<file path="config.mk">
export PLATFORM = sky130hd
export DESIGN_NAME = i2c_slave_controller
export DESIGN_NICKNAME = d
export VERILOG_FILES = /design/src/rtl/i2c_slave_controller.sv
export SDC_FILE = /design/constraint.sdc
export NUM_CORES = 1
export LEC_CHECK = 0
export ABC_AREA = 1
export BUFFER_PORTS_ARGS = -buffer_cell sky130_fd_sc_hd__clkbuf_2
export CORE_ASPECT_RATIO = 1.25
export CORE_MARGIN = 2
export CORE_UTILIZATION = 61
export CTS_BUF_LIST = sky130_fd_sc_hd__clkbuf_4
export DETAILED_ROUTE_END_ITERATION = 8
export PLACE_DENSITY = 0.95
export SYNTH_ARGS = -nofsm -noshare
export SYNTH_HDL_FRONTEND = slang
export SYNTH_SLANG_ARGS = --single-unit
</file>
<file path="constraint.sdc">
create_clock -name clk -period 3.5 [get_ports clk]
set_input_delay 1.05 -clock clk [delete_from_list [all_inputs] [get_ports clk]]
set_output_delay 1.05 -clock clk [all_outputs]
set_load 0.02 [all_outputs]
</file>
<file path="src/rtl/i2c_slave_controller.sv">
// ---------------------------------------------------------------------------
// i2c_slave_controller
//
// Protocol-sequencing FSM for the target (slave) side of the I2C peripheral.
// It consumes synchronized SCL/SDA event strobes and an address-compare
// result. It steers the shared shift register, the RX/TX FIFO strobes, the
// SDA output mux and the SCL stretch hold. It handles 7-bit addressing,
// master-write and master-read transfers, repeated START, and clock
// stretching when the RX FIFO is full or the TX FIFO is empty.
//
// Strobe semantics: every *_found / scl_* input is a one-clock pulse. Every
// set_* output and rx_fifo_enable is a registered one-clock pulse. The
// shift_rx_enable and shift_tx_enable outputs are combinational: each one is
// the incoming SCL edge strobe, qualified by the current state.
//
// Ports:
//   clk, n_rst                  clock, asynchronous active-low reset
//   enable                      slave mode enable (0 forces IDLE)
//   start_found, stop_found     START/repeated START and STOP strobes
//   scl_rising, scl_falling     synchronized SCL edge strobes
//   sda_in                      synchronized SDA level
//   address_match, rw_bit       address compare result / R/W bit of addr byte
//   rx_fifo_full, tx_fifo_empty FIFO status
//   stretch_enabled             clock stretching permitted
//   shift_rx_enable             shift SDA into shift register
//   shift_tx_enable             advance shift register MSB-out
//   shift_load                  load shift register from TX FIFO head
//   sda_mode                    0 release, 1 drive ACK low, 2 drive shift MSB
//   scl_hold                    hold SCL low
//   rx_fifo_enable              push shift register to RX FIFO
//   tx_fifo_enable              pop TX FIFO
//   set_address_hit             pulse: this target was addressed
//   set_nack_sent               pulse: byte NACKed because RX FIFO overflowed
//   set_transaction_complete    pulse: addressed transaction ended by STOP
//   busy                        addressed and transaction in progress
//   fsm_state                   current FSM state (debug observation)
// ---------------------------------------------------------------------------
module i2c_slave_controller #(
  parameter int BIT_CNT_W = 4
) (
  input  logic       clk,
  input  logic       n_rst,
  input  logic       enable,
  input  logic       start_found,
  input  logic       stop_found,
  input  logic       scl_rising,
  input  logic       scl_falling,
  input  logic       sda_in,
  input  logic       address_match,
  input  logic       rw_bit,
  input  logic       rx_fifo_full,
  input  logic       tx_fifo_empty,
  input  logic       stretch_enabled,
  output logic       shift_rx_enable,
  output logic       shift_tx_enable,
  output logic       shift_load,
  output logic [1:0] sda_mode,
  output logic       scl_hold,
  output logic       rx_fifo_enable,
  output logic       tx_fifo_enable,
  output logic       set_address_hit,
  output logic       set_nack_sent,
  output logic       set_transaction_complete,
  output logic       busy,
  output logic [3:0] fsm_state
);

  localparam logic [3:0] S_IDLE       = 4'd0;
  localparam logic [3:0] S_ADDR_RX    = 4'd1;
  localparam logic [3:0] S_ADDR_CHK   = 4'd2;
  localparam logic [3:0] S_ACK_WAIT   = 4'd3;
  localparam logic [3:0] S_ACK_DRIVE  = 4'd4;
  localparam logic [3:0] S_RX_BYTE    = 4'd5;
  localparam logic [3:0] S_RX_SAVE    = 4'd6;
  localparam logic [3:0] S_TX_STRETCH = 4'd7;
  localparam logic [3:0] S_TX_LOAD    = 4'd8;
  localparam logic [3:0] S_TX_BYTE    = 4'd9;
  localparam logic [3:0] S_TX_ACK     = 4'd10;
  localparam logic [3:0] S_WAIT_STOP  = 4'd11;

  localparam logic [BIT_CNT_W-1:0] CNT_ZERO = '0;
  localparam logic [BIT_CNT_W-1:0] CNT_ONE  = BIT_CNT_W'(1);
  localparam logic [BIT_CNT_W-1:0] CNT_LAST = BIT_CNT_W'(7);
  localparam logic [BIT_CNT_W-1:0] CNT_MAX  = BIT_CNT_W'(8);

  logic [3:0]           state, state_n;
  logic [BIT_CNT_W-1:0] cnt, cnt_n, cnt_inc;
  logic                 addressed, addressed_n;
  logic                 dir, dir_n;
  logic                 nack_pending, nack_pending_n;
  // RX_SAVE saw SCL fall while stalled, so the ACK slot is already open.
  logic                 hold_armed, hold_armed_n;
  // TX_ACK sampled an ACK on the rising edge of the ninth clock.
  logic                 ack_seen, ack_seen_n;
  // TX_LOAD was entered with no data: load 0xFF without popping.
  logic                 no_pop, no_pop_n;
  logic                 hit_n, nack_sent_n, complete_n, rx_push_n;
  logic                 fall_seen;
  logic                 normal_step;

  // The counter saturates at 8, so it can never wrap.
  assign cnt_inc     = (cnt == CNT_MAX) ? CNT_MAX : cnt + CNT_ONE;
  assign fall_seen   = hold_armed | scl_falling;
  // START/STOP and disable take priority over any SCL edge that arrives in
  // the same cycle, so the shift pulses are suppressed then as well.
  assign normal_step = enable & ~stop_found & ~start_found;

  always_comb begin
    state_n        = state;
    cnt_n          = cnt;
    addressed_n    = addressed;
    dir_n          = dir;
    nack_pending_n = nack_pending;
    hold_armed_n   = hold_armed;
    ack_seen_n     = ack_seen;
    no_pop_n       = no_pop;
    hit_n          = 1'b0;
    nack_sent_n    = 1'b0;
    complete_n     = 1'b0;
    rx_push_n      = 1'b0;

    if (!enable) begin
      state_n        = S_IDLE;
      cnt_n          = CNT_ZERO;
      addressed_n    = 1'b0;
      nack_pending_n = 1'b0;
      hold_armed_n   = 1'b0;
      ack_seen_n     = 1'b0;
      no_pop_n       = 1'b0;
    end else if (stop_found) begin
      state_n        = S_IDLE;
      cnt_n          = CNT_ZERO;
      complete_n     = addressed;
      addressed_n    = 1'b0;
      nack_pending_n = 1'b0;
      hold_armed_n   = 1'b0;
      ack_seen_n     = 1'b0;
      no_pop_n       = 1'b0;
    end else if (start_found) begin
      // A repeated START keeps the addressed flag: the transaction goes on.
      state_n        = S_ADDR_RX;
      cnt_n          = CNT_ZERO;
      nack_pending_n = 1'b0;
      hold_armed_n   = 1'b0;
      ack_seen_n     = 1'b0;
      no_pop_n       = 1'b0;
    end else begin
      case (state)
        S_IDLE: ;
        S_ADDR_RX: begin
          if (scl_rising) begin
            cnt_n = cnt_inc;
            if (cnt == CNT_LAST) state_n = S_ADDR_CHK;
          end
        end
        S_ADDR_CHK: begin
          if (address_match) begin
            state_n     = S_ACK_WAIT;
            addressed_n = 1'b1;
            hit_n       = 1'b1;
            dir_n       = rw_bit;
          end else begin
            state_n = S_WAIT_STOP;
          end
        end
        S_ACK_WAIT: begin
          if (scl_falling) state_n = nack_pending ? S_WAIT_STOP : S_ACK_DRIVE;
        end
        S_ACK_DRIVE: begin
          if (scl_falling) begin
            cnt_n   = CNT_ZERO;
            state_n = dir ? S_TX_STRETCH : S_RX_BYTE;
          end
        end
        S_RX_BYTE: begin
          hold_armed_n = 1'b0;
          if (scl_rising) begin
            cnt_n = cnt_inc;
            if (cnt == CNT_LAST) state_n = S_RX_SAVE;
          end
        end
        S_RX_SAVE: begin
          if (scl_falling) hold_armed_n = 1'b1;
          // If SCL already fell while the FIFO stalled us, the ACK slot is
          // open. Drive ACK (or release for a NACK) at once, rather than
          // waiting for a falling edge that has already happened.
          if (!rx_fifo_full) begin
            rx_push_n    = 1'b1;
            hold_armed_n = 1'b0;
            state_n      = fall_seen ? S_ACK_DRIVE : S_ACK_WAIT;
          end else if (!stretch_enabled) begin
            nack_pending_n = 1'b1;
            nack_sent_n    = 1'b1;
            hold_armed_n   = 1'b0;
            state_n        = fall_seen ? S_WAIT_STOP : S_ACK_WAIT;
          end
        end
        S_TX_STRETCH: begin
          if (!(tx_fifo_empty && stretch_enabled)) begin
            state_n  = S_TX_LOAD;
            no_pop_n = tx_fifo_empty;
          end
        end
        S_TX_LOAD: begin
          state_n  = S_TX_BYTE;
          no_pop_n = 1'b0;
        end
        S_TX_BYTE: begin
          ack_seen_n = 1'b0;
          if (scl_falling) begin
            cnt_n = cnt_inc;
            if (cnt == CNT_LAST) state_n = S_TX_ACK;
          end
        end
        S_TX_ACK: begin
          if (scl_rising) begin
            if (sda_in) state_n = S_WAIT_STOP;
            else        ack_seen_n = 1'b1;
          end else if (scl_falling && ack_seen) begin
            state_n    = S_TX_STRETCH;
            cnt_n      = CNT_ZERO;
            ack_seen_n = 1'b0;
          end
        end
        S_WAIT_STOP: ;
        default: state_n = S_IDLE;
      endcase
    end
  end

  always_ff @(posedge clk or negedge n_rst) begin
    if (!n_rst) begin
      state                    <= S_IDLE;
      cnt                      <= CNT_ZERO;
      addressed                <= 1'b0;
      dir                      <= 1'b0;
      nack_pending             <= 1'b0;
      hold_armed               <= 1'b0;
      ack_seen                 <= 1'b0;
      no_pop                   <= 1'b0;
      set_address_hit          <= 1'b0;
      set_nack_sent            <= 1'b0;
      set_transaction_complete <= 1'b0;
      rx_fifo_enable           <= 1'b0;
    end else begin
      state                    <= state_n;
      cnt                      <= cnt_n;
      addressed                <= addressed_n;
      dir                      <= dir_n;
      nack_pending             <= nack_pending_n;
      hold_armed               <= hold_armed_n;
      ack_seen                 <= ack_seen_n;
      no_pop                   <= no_pop_n;
      set_address_hit          <= hit_n;
      set_nack_sent            <= nack_sent_n;
      set_transaction_complete <= complete_n;
      rx_fifo_enable           <= rx_push_n;
    end
  end

  assign shift_rx_enable = normal_step & scl_rising &
                           ((state == S_ADDR_RX) | (state == S_RX_BYTE));
  assign shift_tx_enable = normal_step & scl_falling & (state == S_TX_BYTE);
  assign shift_load      = (state == S_TX_LOAD);
  assign tx_fifo_enable  = (state == S_TX_LOAD) & ~no_pop;
  assign sda_mode        = (state == S_ACK_DRIVE) ? 2'd1 :
                           ((state == S_TX_LOAD) | (state == S_TX_BYTE)) ? 2'd2 :
                           2'd0;
  assign scl_hold        = (state == S_TX_LOAD) |
                           ((state == S_TX_STRETCH) & tx_fifo_empty & stretch_enabled) |
                           ((state == S_RX_SAVE) & hold_armed);
  assign busy            = addressed & (state != S_IDLE);
  assign fsm_state       = state;

endmodule

</file>
---- After elaboration in Yosys (flattened, before gate mapping) ----
Cells that the tools add are included.
W data, S select, Z words.
cells by class
  mux-type cells .......................... 83
  equal/unequal tests ..................... 41
  $add $sub $neg .......................... 1
  bitwise operators ....................... 19
  reduce and logical (&&, ||, !) cells .... 14
operators with widths
  kind                   number
  $mux W4                29
  $ne A5 B5 Y1 const B   11
  $mux W1                45
  $pmux W4 S11           1
  $ne A6 B6 Y1 const B   4
  $eq A4 B3 Y1 const B   5
  $eq A4 B4 Y1 const B   5
  $pmux W4 S4            1
  $ne A5 B1 Y1 const B   3
  $reduce_and A13 Y1     1
  $and A1 B1 Y1          11
  $reduce_and A3 Y1      3
  $eq A4 B2 Y1 const B   2
  $ne A4 B1 Y1 const B   2
  $ne A7 B2 Y1 const B   1
  $ne A7 B7 Y1 const B   1
  $mux W2                3
  $ne A3 B1 Y1 const B   2
  $pmux W1 S2            3
  $reduce_and A6 Y1      1
  $ne A5 B2 Y1 const B   1
  $or A1 B1 Y1           5
  $reduce_and A5 Y1      1
  $add A4 B1 Y4 const B  1
  other kinds (11)       16
word-level totals
  flip-flop bits (word level) ............. 18

---- Logic depth before layout (Yosys ltp) ----
  depth after elaboration ................. 8
  gate-level depth with buffers ........... 12

---- Least setup slack after synthesis ----
OpenSTA, ideal clock, no wires.
  kind .................................... input to output
  from .................................... in stop_found
  to ...................................... out shift_tx_enable
  slack ................................... 0.476 ns
  buffers on the path ..................... 0
  arrival time ............................ 1.974 ns
  stages .................................. 5
  path through ............................ inv_1 -> nand2_1 -> nor2_4 -> inv_1 -> nor3_1
on the way
  longest elaborated chain between the ends .. 5
RTL lines
  item                         RTL line  text
  from (decl)                  45        input logic stop_found,
  $not A1 Y1 (no source line)  -
  $and A1 B1 Y1 (2 in series)  106       assign normal_step = enable & ~stop_found & ~start_found;
  $and A1 B1 Y1 (2 in series)  263       assign shift_tx_enable = normal_step & scl_falling & (state == S_TX_BYTE);
  to (decl)                    55        output logic shift_tx_enable,
No other way between the ends.

---- Final worst setup path ----
Ends and elaborated chain as after synthesis.

==> out/summary.txt <==
final hold violation count - 0
fillcell total - 205
WS Path Type - in2out
maximum clock rate - 326 MHz
Clk pin slew, worst setup/hold paths - 0.10 ns
Tot Pwr - 363 µW
Vias - 1,435
Synth area leaders - dfrtp_1, nand2_1, nand3_1
insertion delay to the later sink of the worst-skew pair - 0.29 ns
core area - 2190 µm²
number of port buffers - 28
Hold Path Class - reg2reg
setup TNS - 0 ns
startpoint types - primary input
Die Height - 57.3 µm
Post-Synthesis Cells - 207
Flop pwr share - 58.1%
clock root cell - clkbuf_4
worst-path fanout max - 6
area grow syn2layout - 14.8%
Synth Area per Inst - 6.70 µm²
Yosys reg bits - 18
Syn. warnings - 0
Req. time, crit path - 2.45 ns
register area share after synthesis - 32.5%
Post-CTS Setup Inserts - 0
clk buf depth - 2
row cnt - 19
RSZ-0062 raised after global routing - false
Min Clock Period, post-route - 3.07 ns
Synth Cell Area - 1390 µm²
Clock power frac - 28.9%
fin crit share - 87.7%
Starting Density - 63.4%
GRT Overall Usage - 28.0%
measured slew at the worst slew-check pin - 0.448 ns
final setup fails - 0
IO Count - 29
routed wire length - 3.20 mm
switching pwr - 97.5 µW
commonest cells after routing, fill and taps aside - nand2_1, clkbuf_2, inv_1, nor2_1, nand3_1
Antenna diodes - 0
pin count of the biggest net entering global routing - 19
routed wire length per instance - 11.9 µm
nets@finish - 255
worst hold margin - 0.504 ns
Inserted Clock Buffers - 3
pwr/cell area - 228 nW/µm²
Comb pwr share - 13.1%
via count of the first global-routing pass - 1,347
GRT overflow - 0
net count after synthesis - 222
drt pass-1 iters - 5
Final ANT Viol Nets - 0
HPWL Detailed - 2.64 mm
Unique masters post-synth - 26
clock skew - 0.00351 ns
most common cell after layout, fill and taps aside - nand2_1
post-CTS sizing - 0
top-area cell type share of the netlist area - 32.5%
H-Tree Depth - 1
CTS tree - yes
Die W - 46.6 µm
switching share of power - 26.9%
CTS Hold Bufs - 0
die area - 2670 µm²
first-pass GRT wire length - 5.55 mm
status - completed
DRC - 0
layout cells sized above 1 - 25.1%
CTS sink count - 18
Max-Cap Viols - 0
Iteration-0 DRC Markers - 39
Slew HR - 70.1%
crit path DAT - 2.02 ns
Pint - 265 µW
Critical Path Sink Type - primary output
initial antenna violation count - 0
Via density - 5.31
Slew Viols, Final - 0
Placer Congestion - 0.958
VDD IR max - 155 µV
LEAKAGE - 0.000872 µW
cell accounting for the most synthesized area - dfrtp_1
==> cell usage after synthesis, drive strengths merged <==
library cell  number
o21bai             1
o31ai              1
a21oi              3
nor3               6
ha                 2
xor2               1
nor2              34
nand2             68
nand3             23
buf                1
o21a               1
inv               28
xnor2              1
o21ai             10
o211ai             2
nand3b             1
nand4              6
dfrtp             18
==> per-stage QoR <==
stage	instance area (µm²)	cells	setup WS (ns)	utilization, %
after floorplan	1390	207	0.476	-
after global placement	1570	266	0.499	71.6
after detailed placement	1570	266	0.443	71.6
after CTS	1590	270	0.442	72.8
after global routing	1590	270	0.354	72.8
final	1590	270	0.429	72.8
==> sequential cells by signal, indices dropped and copies added (netlist names) <==
signal	count
ack_seen	1
hold_armed	1
set_nack_sent	1
set_transaction_complete	1
nack_pending	1
addressed	1
cnt	4
fsm_state	4
no_pop	1
set_address_hit	1
rx_fifo_enable	1
dir	1
==> power groups by stage <==
stage / registers (µW) / logic, µW / clock network (µW)
after global routing: 211 / 53.3 / 121
after CTS: 211 / 47.5 / 108
after detailed placement: 215 / 47.4 / 0
after global placement: 215 / 46.5 / 0
final: 211 / 47.4 / 105
after floorplan: 215 / 26.1 / 0
==> area by class of cell <==
cell class              instances  area (µm²)  share of cell area, %
clock buffers                   3        22.5                   1.42
repair buffers                 29         148                   9.28
well taps                      31        38.8                   2.44
inverters                      28         105                   6.60
clock inverters                 1        3.75                  0.236
multi-input cells             160         823                   51.7
flip-flops and latches         18         450                   28.3
==> metal layers <==
| layer | up-vias | global-route usage [%] | routed length, µm |
|---|---|---|---|
| met5 | - | 0 | 0 |
| met4 | 0 | 11.5 | 67 |
| met3 | 8 | 2.85 | 164 |
| met2 | 54 | 47.2 | 1660 |
| met1 | 648 | 35.3 | 1310 |
| li1 | 725 | - | - |
==> cell families after synthesis <==
kind of cell             count (synthesis)  share of synthesized area [%]
AO/OA/AOI/OAI                           18                           7.40
adder cells (fa/ha/maj)                  2                           1.80
flip-flops                              18                           32.5
XOR/XNOR                                 2                           1.26
buffers and inverters                   29                           8.12
AND/OR/NAND/NOR                        138                           48.9
==> critical path, stage by stage <==
cell	delay (ns)
clkbuf_2	0.09
inv_1	0.10
nand2_1	0.12
nor2_4	0.11
inv_1	0.12
nor3_1	0.21
clkbuf_2	0.21
==> worst paths after layout <==
check / cells after the start / to / slack, ns / start
setup / recovery: 7 / shift_tx_enable / 0.43 / stop_found
hold / removal: 1 / ack_seen$_DFFE_PN0P_ / 0.50 / ack_seen$_DFFE_PN0P_
setup reg to reg: 8 / fsm_state[1]$_DFFE_PN0P_ / 1.81 / fsm_state[1]$_DFFE_PN0P_
hold reg to reg: 1 / ack_seen$_DFFE_PN0P_ / 0.50 / ack_seen$_DFFE_PN0P_
max in group asynchronous: 1 / cnt[1]$_DFFE_PN0P_ / 2.51 / n_rst
min in group asynchronous: 1 / set_transaction_complete$_DFF_PN0_ / 0.68 / n_rst
Power figures use the tool's default switching activity.
